`config.mk`:
```
export PLATFORM = sky130hd
export DESIGN_NAME = bsg_tag_master_sender_arb
export DESIGN_NICKNAME = d
export VERILOG_FILES = /design/src/rtl/bsg_tag_master_sender_arb_pkg.sv /design/src/rtl/bsg_tag_master_sender_arb_rr.sv /design/src/rtl/bsg_tag_master_sender_arb.sv
export SDC_FILE = /design/constraint.sdc
export NUM_CORES = 1
export LEC_CHECK = 0
export ABC_AREA = 1
export ABC_CLOCK_PERIOD_IN_PS = 1700
export BUFFER_PORTS_ARGS = -buffer_cell sky130_fd_sc_hd__buf_2
export CAP_MARGIN = 20
export CORE_MARGIN = 8
export CORE_UTILIZATION = 50
export DETAILED_ROUTE_END_ITERATION = 8
export MAX_ROUTING_LAYER = met4
export PLACE_DENSITY = 0.73
export SYNTH_ARGS = -nofsm -noshare
export SYNTH_HDL_FRONTEND = slang
export SYNTH_SLANG_ARGS = --single-unit
```
`constraint.sdc`:
```
create_clock -name clk_i -period 1.7 [get_ports clk_i]
set_input_delay 0.085 -clock clk_i [delete_from_list [all_inputs] [get_ports clk_i]]
set_output_delay 0.085 -clock clk_i [all_outputs]
set_load 0.005 [all_outputs]
```
`src/rtl/bsg_tag_master_sender_arb_pkg.sv`:
```
// Shared definitions for the tag master sender/arbiter.
// Holds the sender state encoding, the header field widths, the maximum
// payload width and a helper that lays out one packet for LSB-first shifting.
package bsg_tag_master_sender_arb_pkg;

    typedef enum logic [2:0] {
        ST_INIT    = 3'd0,
        ST_IDLE    = 3'd1,
        ST_START   = 3'd2,
        ST_HDR     = 3'd3,
        ST_PAYLOAD = 3'd4
    } state_e;

    localparam int LEN_W         = 4;
    localparam int ID_W          = 4;
    localparam int MAX_PAYLOAD_W = 15;
    // Header is len, then data_not_reset, then id.
    localparam int HDR_BITS      = LEN_W + 1 + ID_W;
    // Start bit + header + payload.
    localparam int PKT_W         = 1 + HDR_BITS + MAX_PAYLOAD_W;
    localparam int CNT_W         = 5;

    // Bit 0 is the start bit; each later field follows LSB first so the
    // serializer only ever looks at the bottom of a right-shifting register.
    function automatic logic [PKT_W-1:0] pack_packet(
        input logic [ID_W-1:0]          id,
        input logic                     dnr,
        input logic [LEN_W-1:0]         len,
        input logic [MAX_PAYLOAD_W-1:0] data
    );
        return {data, id, dnr, len, 1'b1};
    endfunction

endpackage

```
`src/rtl/bsg_tag_master_sender_arb_rr.sv`:
```
// Round-robin one-hot arbiter.
// Ports:
//   clk_i     - clock
//   reset_n_i - synchronous active-low reset (requester 0 gets priority)
//   req_i     - request vector
//   yumi_i    - advance strobe: the current grant was taken this cycle
//   grant_o   - one-hot grant among asserted requests (combinational)
module bsg_round_robin_arb_onehot
#(
    parameter int width_p = 2
)
(
    input  logic               clk_i,
    input  logic               reset_n_i,
    input  logic [width_p-1:0] req_i,
    input  logic               yumi_i,
    output logic [width_p-1:0] grant_o
);

    localparam int PTR_W = (width_p > 1) ? $clog2(width_p) : 1;

    logic [PTR_W-1:0]   last_r;
    logic [PTR_W-1:0]   win_s;
    logic [PTR_W-1:0]   idx_s;
    logic [width_p-1:0] grant_s;
    logic               found_s;

    // Scan requesters starting just after the last one served.
    always_comb begin
        grant_s = '0;
        win_s   = '0;
        idx_s   = '0;
        found_s = 1'b0;
        for (int off = 1; off <= width_p; off++) begin
            idx_s = PTR_W'((int'(last_r) + off) % width_p);
            if (!found_s && req_i[idx_s]) begin
                found_s        = 1'b1;
                grant_s[idx_s] = 1'b1;
                win_s          = idx_s;
            end else begin
                found_s = found_s;
            end
        end
    end

    assign grant_o = grant_s;

    // Remember the served requester; reset value makes requester 0 first.
    always_ff @(posedge clk_i) begin
        if (!reset_n_i) begin
            last_r <= PTR_W'(width_p - 1);
        end else if (yumi_i && found_s) begin
            last_r <= win_s;
        end else begin
            last_r <= last_r;
        end
    end

endmodule

```
`src/rtl/bsg_tag_master_sender_arb.sv`:
```
// Arbitrated serial sender for a bsg_tag master.
// Picks one requester round-robin, then serializes a start bit, a 9-bit
// header (len[0..3], data_not_reset, id[0..3]) and len payload bits LSB first
// onto a single registered line. A master-reset request runs a long zero
// sequence between packets; hard reset runs the same sequence immediately.
// Ports:
//   clk_i           - clock
//   reset_n_i       - synchronous active-low reset
//   req_v_i         - per-requester valid
//   req_id_i        - per-requester client id, 4 bits each
//   req_dnr_i       - per-requester data_not_reset bit
//   req_len_i       - per-requester payload length, 4 bits each
//   req_data_i      - per-requester payload, 15 bits each
//   req_ready_o     - one-hot accept
//   reset_clients_i - request a master-reset zero sequence
//   tag_data_o      - serial line to the tag master
//   busy_o          - high whenever the sender is not idle
module bsg_tag_master_sender_arb
    import bsg_tag_master_sender_arb_pkg::*;
#(
    parameter int num_req_p    = 2,
    parameter int els_p        = 9,
    parameter int lg_width_p   = 4,
    parameter int init_zeros_p = 40
)
(
    input  logic                               clk_i,
    input  logic                               reset_n_i,
    input  logic [num_req_p-1:0]               req_v_i,
    input  logic [num_req_p*ID_W-1:0]          req_id_i,
    input  logic [num_req_p-1:0]               req_dnr_i,
    input  logic [num_req_p*LEN_W-1:0]         req_len_i,
    input  logic [num_req_p*MAX_PAYLOAD_W-1:0] req_data_i,
    output logic [num_req_p-1:0]               req_ready_o,
    input  logic                               reset_clients_i,
    output logic                               tag_data_o,
    output logic                               busy_o
);

    localparam int INIT_W = $clog2(init_zeros_p + 1);

    // Parameter sanity: these configurations cannot be represented on the wire.
    if (num_req_p < 1 || num_req_p > 8) begin : g_bad_num_req
        $error("num_req_p out of range");
    end
    if (els_p < 1 || els_p > (1 << ID_W)) begin : g_bad_els
        $error("els_p not addressable by the id field");
    end
    if (lg_width_p != LEN_W) begin : g_bad_lg_width
        $error("lg_width_p must match the length field width");
    end
    if (init_zeros_p < 33) begin : g_bad_init_zeros
        $error("init_zeros_p too short to reset the master");
    end

    state_e                  state_r, state_s;
    logic [INIT_W-1:0]       init_cnt_r, init_cnt_s;
    logic [CNT_W-1:0]        bit_cnt_r, bit_cnt_s;
    logic [PKT_W-1:0]        shift_r, shift_s;
    logic [lg_width_p-1:0]   len_r, len_s;
    logic                    pending_r, pending_s;
    logic                    tag_r, tag_s;
    logic                    busy_r;

    logic [num_req_p-1:0]     grant_s;
    logic                     open_s;
    logic                     accept_s;
    logic [ID_W-1:0]          sel_id_s;
    logic                     sel_dnr_s;
    logic [LEN_W-1:0]         sel_len_s;
    logic [MAX_PAYLOAD_W-1:0] sel_data_s;

    bsg_round_robin_arb_onehot #(
        .width_p (num_req_p)
    ) u_rr (
        .clk_i     (clk_i),
        .reset_n_i (reset_n_i),
        .req_i     (req_v_i),
        .yumi_i    (accept_s),
        .grant_o   (grant_s)
    );

    // Grants are only offered when idle and no client reset is waiting.
    assign open_s      = (state_r == ST_IDLE) && !pending_r;
    assign req_ready_o = grant_s & {num_req_p{open_s}};
    assign accept_s    = |(req_v_i & req_ready_o);

    // One-hot mux of the winning requester's fields.
    always_comb begin
        sel_id_s   = '0;
        sel_dnr_s  = 1'b0;
        sel_len_s  = '0;
        sel_data_s = '0;
        for (int i = 0; i < num_req_p; i++) begin
            sel_id_s   = sel_id_s   | (req_id_i[i*ID_W +: ID_W] & {ID_W{grant_s[i]}});
            sel_dnr_s  = sel_dnr_s  | (req_dnr_i[i] & grant_s[i]);
            sel_len_s  = sel_len_s  | (req_len_i[i*LEN_W +: LEN_W] & {LEN_W{grant_s[i]}});
            sel_data_s = sel_data_s | (req_data_i[i*MAX_PAYLOAD_W +: MAX_PAYLOAD_W]
                                       & {MAX_PAYLOAD_W{grant_s[i]}});
        end
    end

    // Next state, counters, shift register and the next line bit.
    // shift_r[0] always holds the bit currently on the line, so the next bit
    // to present is shift_r[1].
    always_comb begin
        state_s    = state_r;
        init_cnt_s = init_cnt_r;
        bit_cnt_s  = bit_cnt_r;
        shift_s    = shift_r;
        len_s      = len_r;
        pending_s  = pending_r | reset_clients_i;
        tag_s      = 1'b0;
        case (state_r)
            ST_INIT: begin
                if (init_cnt_r != INIT_W'(init_zeros_p)) begin
                    init_cnt_s = init_cnt_r + INIT_W'(1);
                end else begin
                    init_cnt_s = init_cnt_r;
                end
                if (init_cnt_r >= INIT_W'(init_zeros_p - 1)) begin
                    state_s = ST_IDLE;
                end else begin
                    state_s = ST_INIT;
                end
            end
            ST_IDLE: begin
                if (pending_r) begin
                    state_s    = ST_INIT;
                    init_cnt_s = '0;
                    pending_s  = 1'b0;
                end else if (accept_s) begin
                    state_s = ST_START;
                    shift_s = pack_packet(sel_id_s, sel_dnr_s, sel_len_s, sel_data_s);
                    len_s   = lg_width_p'(sel_len_s);
                    tag_s   = shift_s[0];
                end else begin
                    state_s = ST_IDLE;
                end
            end
            ST_START: begin
                state_s   = ST_HDR;
                bit_cnt_s = '0;
                shift_s   = {1'b0, shift_r[PKT_W-1:1]};
                tag_s     = shift_r[1];
            end
            ST_HDR: begin
                if (bit_cnt_r == CNT_W'(HDR_BITS - 1)) begin
                    if (len_r == '0) begin
                        state_s = ST_IDLE;
                    end else begin
                        state_s   = ST_PAYLOAD;
                        bit_cnt_s = '0;
                        shift_s   = {1'b0, shift_r[PKT_W-1:1]};
                        tag_s     = shift_r[1];
                    end
                end else begin
                    bit_cnt_s = bit_cnt_r + CNT_W'(1);
                    shift_s   = {1'b0, shift_r[PKT_W-1:1]};
                    tag_s     = shift_r[1];
                end
            end
            ST_PAYLOAD: begin
                if ((bit_cnt_r + CNT_W'(1)) == CNT_W'(len_r)) begin
                    state_s = ST_IDLE;
                end else begin
                    bit_cnt_s = bit_cnt_r + CNT_W'(1);
                    shift_s   = {1'b0, shift_r[PKT_W-1:1]};
                    tag_s     = shift_r[1];
                end
            end
            default: begin
                state_s    = ST_INIT;
                init_cnt_s = '0;
            end
        endcase
    end

    // State and output registers; reset aborts any packet and restarts INIT.
    always_ff @(posedge clk_i) begin
        if (!reset_n_i) begin
            state_r    <= ST_INIT;
            init_cnt_r <= '0;
            bit_cnt_r  <= '0;
            shift_r    <= '0;
            len_r      <= '0;
            pending_r  <= 1'b0;
            tag_r      <= 1'b0;
            busy_r     <= 1'b1;
        end else begin
            state_r    <= state_s;
            init_cnt_r <= init_cnt_s;
            bit_cnt_r  <= bit_cnt_s;
            shift_r    <= shift_s;
            len_r      <= len_s;
            pending_r  <= pending_s;
            tag_r      <= tag_s;
            busy_r     <= (state_s != ST_IDLE);
        end
    end

    assign tag_data_o = tag_r;
    assign busy_o     = busy_r;

endmodule

```
* After elaboration in Yosys (flattened, before gate mapping) *
Cells that the tools add are included.

word-level totals
  register bits after elaboration = 47
  input bits = 53
  output and inout port bits = 4
  word-level logic and storage cells = 109

operators by class
  add/sub/neg operators = 4
  order comparisons = 5
  equality and inequality tests = 14
  mux-type cells = 42
  bitwise operators = 18
  reductions and logical operators = 17

operators with widths
  cell                   count
  $mux W25               5
  $pmux W25 S4           1
  $and A15 B15 Y15       2
  $mux W1                18
  $pmux W6 S3            1
  $and A4 B4 Y4          4
  $mux W5                3
  $or A15 B15 Y15        1
  $pmux W3 S5            1
  $pmux W5 S3            1
  $mux W6                2
  $mux W3                3
  $reduce_and A3 Y1      3
  $mux W2                4
  $ne A2 B2 Y1 const B   4
  $or A4 B4 Y4           2
  $add A6 B1 Y6 const B  1
  $eq A3 B2 Y1 const B   2
  $ge A6 B6 Y1 const B   1
  $ne A6 B6 Y1 const B   1
  $add A5 B1 Y5 const B  1
  $eq A5 B4 Y1           1
  $eq A5 B4 Y1 const B   1
  $logic_and A1 B1 Y1    5
  23 further kinds       32

* Depth between registers and ports, before layout *
  depth in word-level cells = 15
  gate-level depth with buffers = 14
  gate-level depth less buffers = 13

* Modules after synthesis *
Synthesis repeated with hierarchy kept, for this count alone.

unflattened totals
  cells, all modules = 474
  area, all modules = 3,006.6 µm²

modules (own cells, without submodules)
  module                      times used  cells each  area an instance (µm²)  sequential area each (µm²)
  bsg_tag_master_sender_arb   1           466         2,950.3                 900.9
  bsg_round_robin_arb_onehot  1           8           56.3                    20.0

* Worst setup path before layout *
OpenSTA, ideal clock, no wires.

  path kind = flip-flop to flip-flop
  start = register bit_cnt_r[0]
  end = register bit_cnt_r[1]
  library setup time = 0.113 ns
  arrival time = 1.599 ns
  data required time = 1.587 ns
  slack = -0.012 ns
  stages on the path, launching flop included = 15
  buffers on the path = 1
  clock period less this slack = 1.712 ns
  cells stage by stage = dfxtp_1 inv_2 ha_1 inv_1 nand2_1 nand2_1 nor2_1 nand2_1 nor2_1 nand3_1 buf_2 nand2_1 nand2_1 nand2_1 nor2_1

on the way
  longest elaborated chain between the ends = 4

ends and longest elaborated chain
  element                             RTL line                                                                                              source
  start: declaration                  bsg_tag_master_sender_arb.sv:58                                                                       logic [CNT_W-1:0] bit_cnt_r, bit_cnt_s;
  start signal: assignment            bsg_tag_master_sender_arb.sv:193                                                                      bit_cnt_r <= bit_cnt_s;
  $add A5 B1 Y5                       bsg_tag_master_sender_arb.sv:158, bsg_tag_master_sender_arb.sv:164, bsg_tag_master_sender_arb.sv:167
  $eq A5 B4 Y1                        bsg_tag_master_sender_arb.sv:164                                                                      if ((bit_cnt_r + CNT_W'(1)) == CNT_W'(len_r)) begin
  $ne A2 B2 Y1 (no source line)       --
  $reduce_and A3 Y1 (no source line)  --

Parallel ways exist; a longest one is shown, timed or not. The select of a mux whose other input is x is not followed.
A chain may end at the register's enable or synchronous reset.

* Worst setup path after layout *
  start = register bit_cnt_r[0]
  end = register busy_r (netlist: busy_o)

on the way
  longest elaborated chain between the ends = 5

ends and longest elaborated chain
  element                 RTL line                          source
  $add A5 B1 Y5           bsg_tag_master_sender_arb.sv:164
  $eq A5 B4 Y1            bsg_tag_master_sender_arb.sv:164
  $mux W3                 bsg_tag_master_sender_arb.sv:164
  $pmux W3 S5 *           bsg_tag_master_sender_arb.sv:114  case (state_r)
  $ne A3 B1 Y1 *          bsg_tag_master_sender_arb.sv:198  busy_r <= (state_s != ST_IDLE);
  end signal: assignment  bsg_tag_master_sender_arb.sv:198
  end: declaration        bsg_tag_master_sender_arb.sv:63   logic busy_r;

Mark *: on every way between the ends. The rest lies on a longest branch, timed or not.

==> reports/qor.csv <==
metric;value;unit
Post-Syn Instances;518;
grt ovf;0;
setup slack, reg-to-reg;-80;ps
Rows;28;
f_max;561.0;MHz
most frequent CP cell;nand2_1;
Period minus WS final;1783;ps
TritonCTS Buffers;5;
register area share after synthesis;0.3115;
root buf cell;clkbuf_8;
RR Endpoint;busy_o;
fin worst setup slack;-82.67;ps
commonest cells after routing, fill and taps aside;217 x nand2_1, 56 x buf_2, 47 x inv_1, 47 x nor2_1, 43 x dfxtp_1;
# setup viols final;31;
Syn Nets;575;
Critical Path Fanout Max;13;
post-route ant nets;0;
Die Wd;92.90;um
peak supply drop;0.3350;mV
FF-to-FF Start;bit_cnt_r[0];
switching pwr;552.3;uW
clock share of power;0.383;
H-tree depth;2;
DR WL/cell;11.64;um
I/O Buffers;56;
syn avg cell area;5.708;um2
status;finished, violations left;
clock skew;15.97;ps
die height;92.90;um
fin. max-slew vios;0;
RSZ-0062 raised after global routing;yes;
layout cells sized above 1;0.2330;
vias in the first global route;2989;
initial antenna violation count;0;
CTS Buffer Depth;2;
TritonCTS clock tree;yes;
area grow syn2layout;27.13;%
Worst-Margin Slew;298.1;ps
vias;3310;
Overall Power;2187;uW
most common cell after layout, fill and taps aside;nand2_1;
Leak;0.001898;uW
hold path startpoint;reset_clients_i;
Worst Hold Class;input pin to flip-flop;
total core area;0.005816;mm2
combinational share of power;0.119;
CP Data Required Time;1890;ps
first-pass GRT wire length;12750;um
final WL;7720;um
via-per-instance ratio;4.992;
Max-Cap Viols;0;
Die ar.;0.008629;mm2
sw frac;0.2526;
post-synthesis register bit count;46;
drt pass-1 iters;5;
violated checks;setup timing;
period utilisation layout;1.049;
1st-iter DRT viols;178;
CP startpoint kind;flip-flop;
Flop pwr share;0.499;
kind of end point of the critical path;flip-flop;
pwr dens;581.8;mW/mm2
setup TNS;-1730;ps
post-DP HPWL;5442;um
Nets;644;
Residual DRC;0;
internal power;1635;uW
worst skew pair latency;310;ps
Worst Setup Path Type;flip-flop to flip-flop;
clock sink total;46;
clock-pin slew on the worst setup and hold paths;100;ps
Largest delay share family, worst path;simple AND/OR/NAND/NOR gates;
Slowest Stage Delay on Critical Path;390;ps
r2r worst-path depth;12;
critical-path cell list;inv_4 -> ha_4 -> inv_2 -> nand2_1 -> nand2_1 -> nor2_1 -> nand2_1 -> nor2_4 -> nand3_4 -> buf_6 -> nand2_1 -> nand3_1;
antenna fix cells;0;
Synth cell types;26;
Yosys warning count;0;
Ports;57;
GR Util All Layers;0.1807;
FILL cells;576;
Buf+Inv Stages, Crit Path;3;
Crit path arrival time;1970;ps
largest net degree at the start of global routing;38;
gpl congestion;0.8853;
slowest cell on the critical path;dfxtp_4;
Initial Utilization;0.5084;
Slew Limit Headroom;0.8013;
WHS Endpoint;pending_r;
synthesized area;0.002957;mm2
final hold vios;0;
Hold Path Stages;3;
==> power groups by stage <==
stage          Sequential (uW)  Combinational (uW)  Clock [uW]
2_1_floorplan             1120                 154           0
3_5_place_dp              1120                 255           0
5_1_grt                   1090                 304         893
3_3_place_gp              1120                 250           0
6_report                  1090                 259         837
4_1_cts                   1090                 256         849
==> per-layer routing <==
| metal | global-route usage | vias up | part of all wire |
|---|---|---|---|
| met1 | 0.2073 | 1485 | 0.46 |
| li1 | - | 1748 | - |
| met3 | 0.03803 | 9 | 0.041 |
| met2 | 0.3095 | 68 | 0.48 |
| met4 | 0.05101 | 0 | 0.010 |
| met5 | - | - | 0 |
==> through the flow <==
step                      std cells    util  instance area, um2  hold slack (ps)  worst slack, ps
after floorplan                 518       -                2958            263.7            38.11
after global placement          651  0.5908                3436            361.0           -28.93
after detailed placement        651  0.5908                3436            386.6           -86.89
after CTS                       660  0.6136                3568            56.51           -28.76
after global routing            663  0.6463                3759            96.05           -205.2
final                           663  0.6463                3759            69.29           -82.67
==> cells by family after synthesis <==
kind of cell / share of synthesized area
adder cells (fa/ha/maj): 0.01693
buffers and inverters: 0.1121
AND/OR/NAND/NOR: 0.4507
AO/OA/AOI/OAI: 0.1088
flip-flops: 0.3115
==> repair_timing <==
item                       in CTS  in global routing
setup buffers                   1                  1
gates cloned                    0                  2
hold buffers                    0                  0
resized for setup               5                 35
pin swaps                       0                  8
setup endpoints to repair      31                 33
==> cell type report <==
type / instances / area [um2] / area share
clock buffer: 6 / 72.57 / 0.01931
clock inverter: 2 / 37.54 / 0.009987
tap: 75 / 93.84 / 0.02497
multi-input combinational: 392 / 1829 / 0.4867
sequential: 46 / 929.6 / 0.2473
timing repair buffer: 86 / 580.6 / 0.1545
inverter: 56 / 215.2 / 0.05726
==> cell usage after synthesis (all sizes together) <==
cell type	number	area (um2)
nand2	222	843.3
a31oi	1	12.51
clkbuf	8	30.03
o21ai	13	68.81
nor2	51	196.4
o31ai	1	7.510
a211oi	1	7.510
ha	4	50.05
nand3	48	240.2
inv	55	206.5
clkinv	1	3.750
nor3b	1	7.510
nor3	4	20.02
buf	16	91.33
dfxtp	46	920.9
nand4	4	25.02
a21oi	42	225.2
==> state kept, by name, indices dropped and copies added, names as in the netlist <==
name	flops
state_r	3
u_rr.last_r	1
shift_r	24
pending_r	1
len_r	4
init_cnt_r	6
busy_o	1
bit_cnt_r	5
tag_data_o	1
==> worst max path at each step <==
stage,start,endpoint,depth (start not counted)
2_1_floorplan,bit_cnt_r[1],bit_cnt_r[1],14
3_3_place_gp,bit_cnt_r[1],shift_r[12],12
3_5_place_dp,bit_cnt_r[1],shift_r[24],12
4_1_cts,bit_cnt_r[0],shift_r[10],12
5_1_grt,bit_cnt_r[0],bit_cnt_r[1],14
6_report,bit_cnt_r[0],busy_o,12
==> worst reg2reg max path, cell delays in order, from the launching register on <==
cell	delay, ps
dfxtp_4	390
inv_4	40
ha_4	260
inv_2	30
nand2_1	40
nand2_1	40
nor2_1	80
nand2_1	100
nor2_4	130
nand3_4	150
buf_6	190
nand2_1	100
nand3_1	100
(Power assumes the default switching activity.)
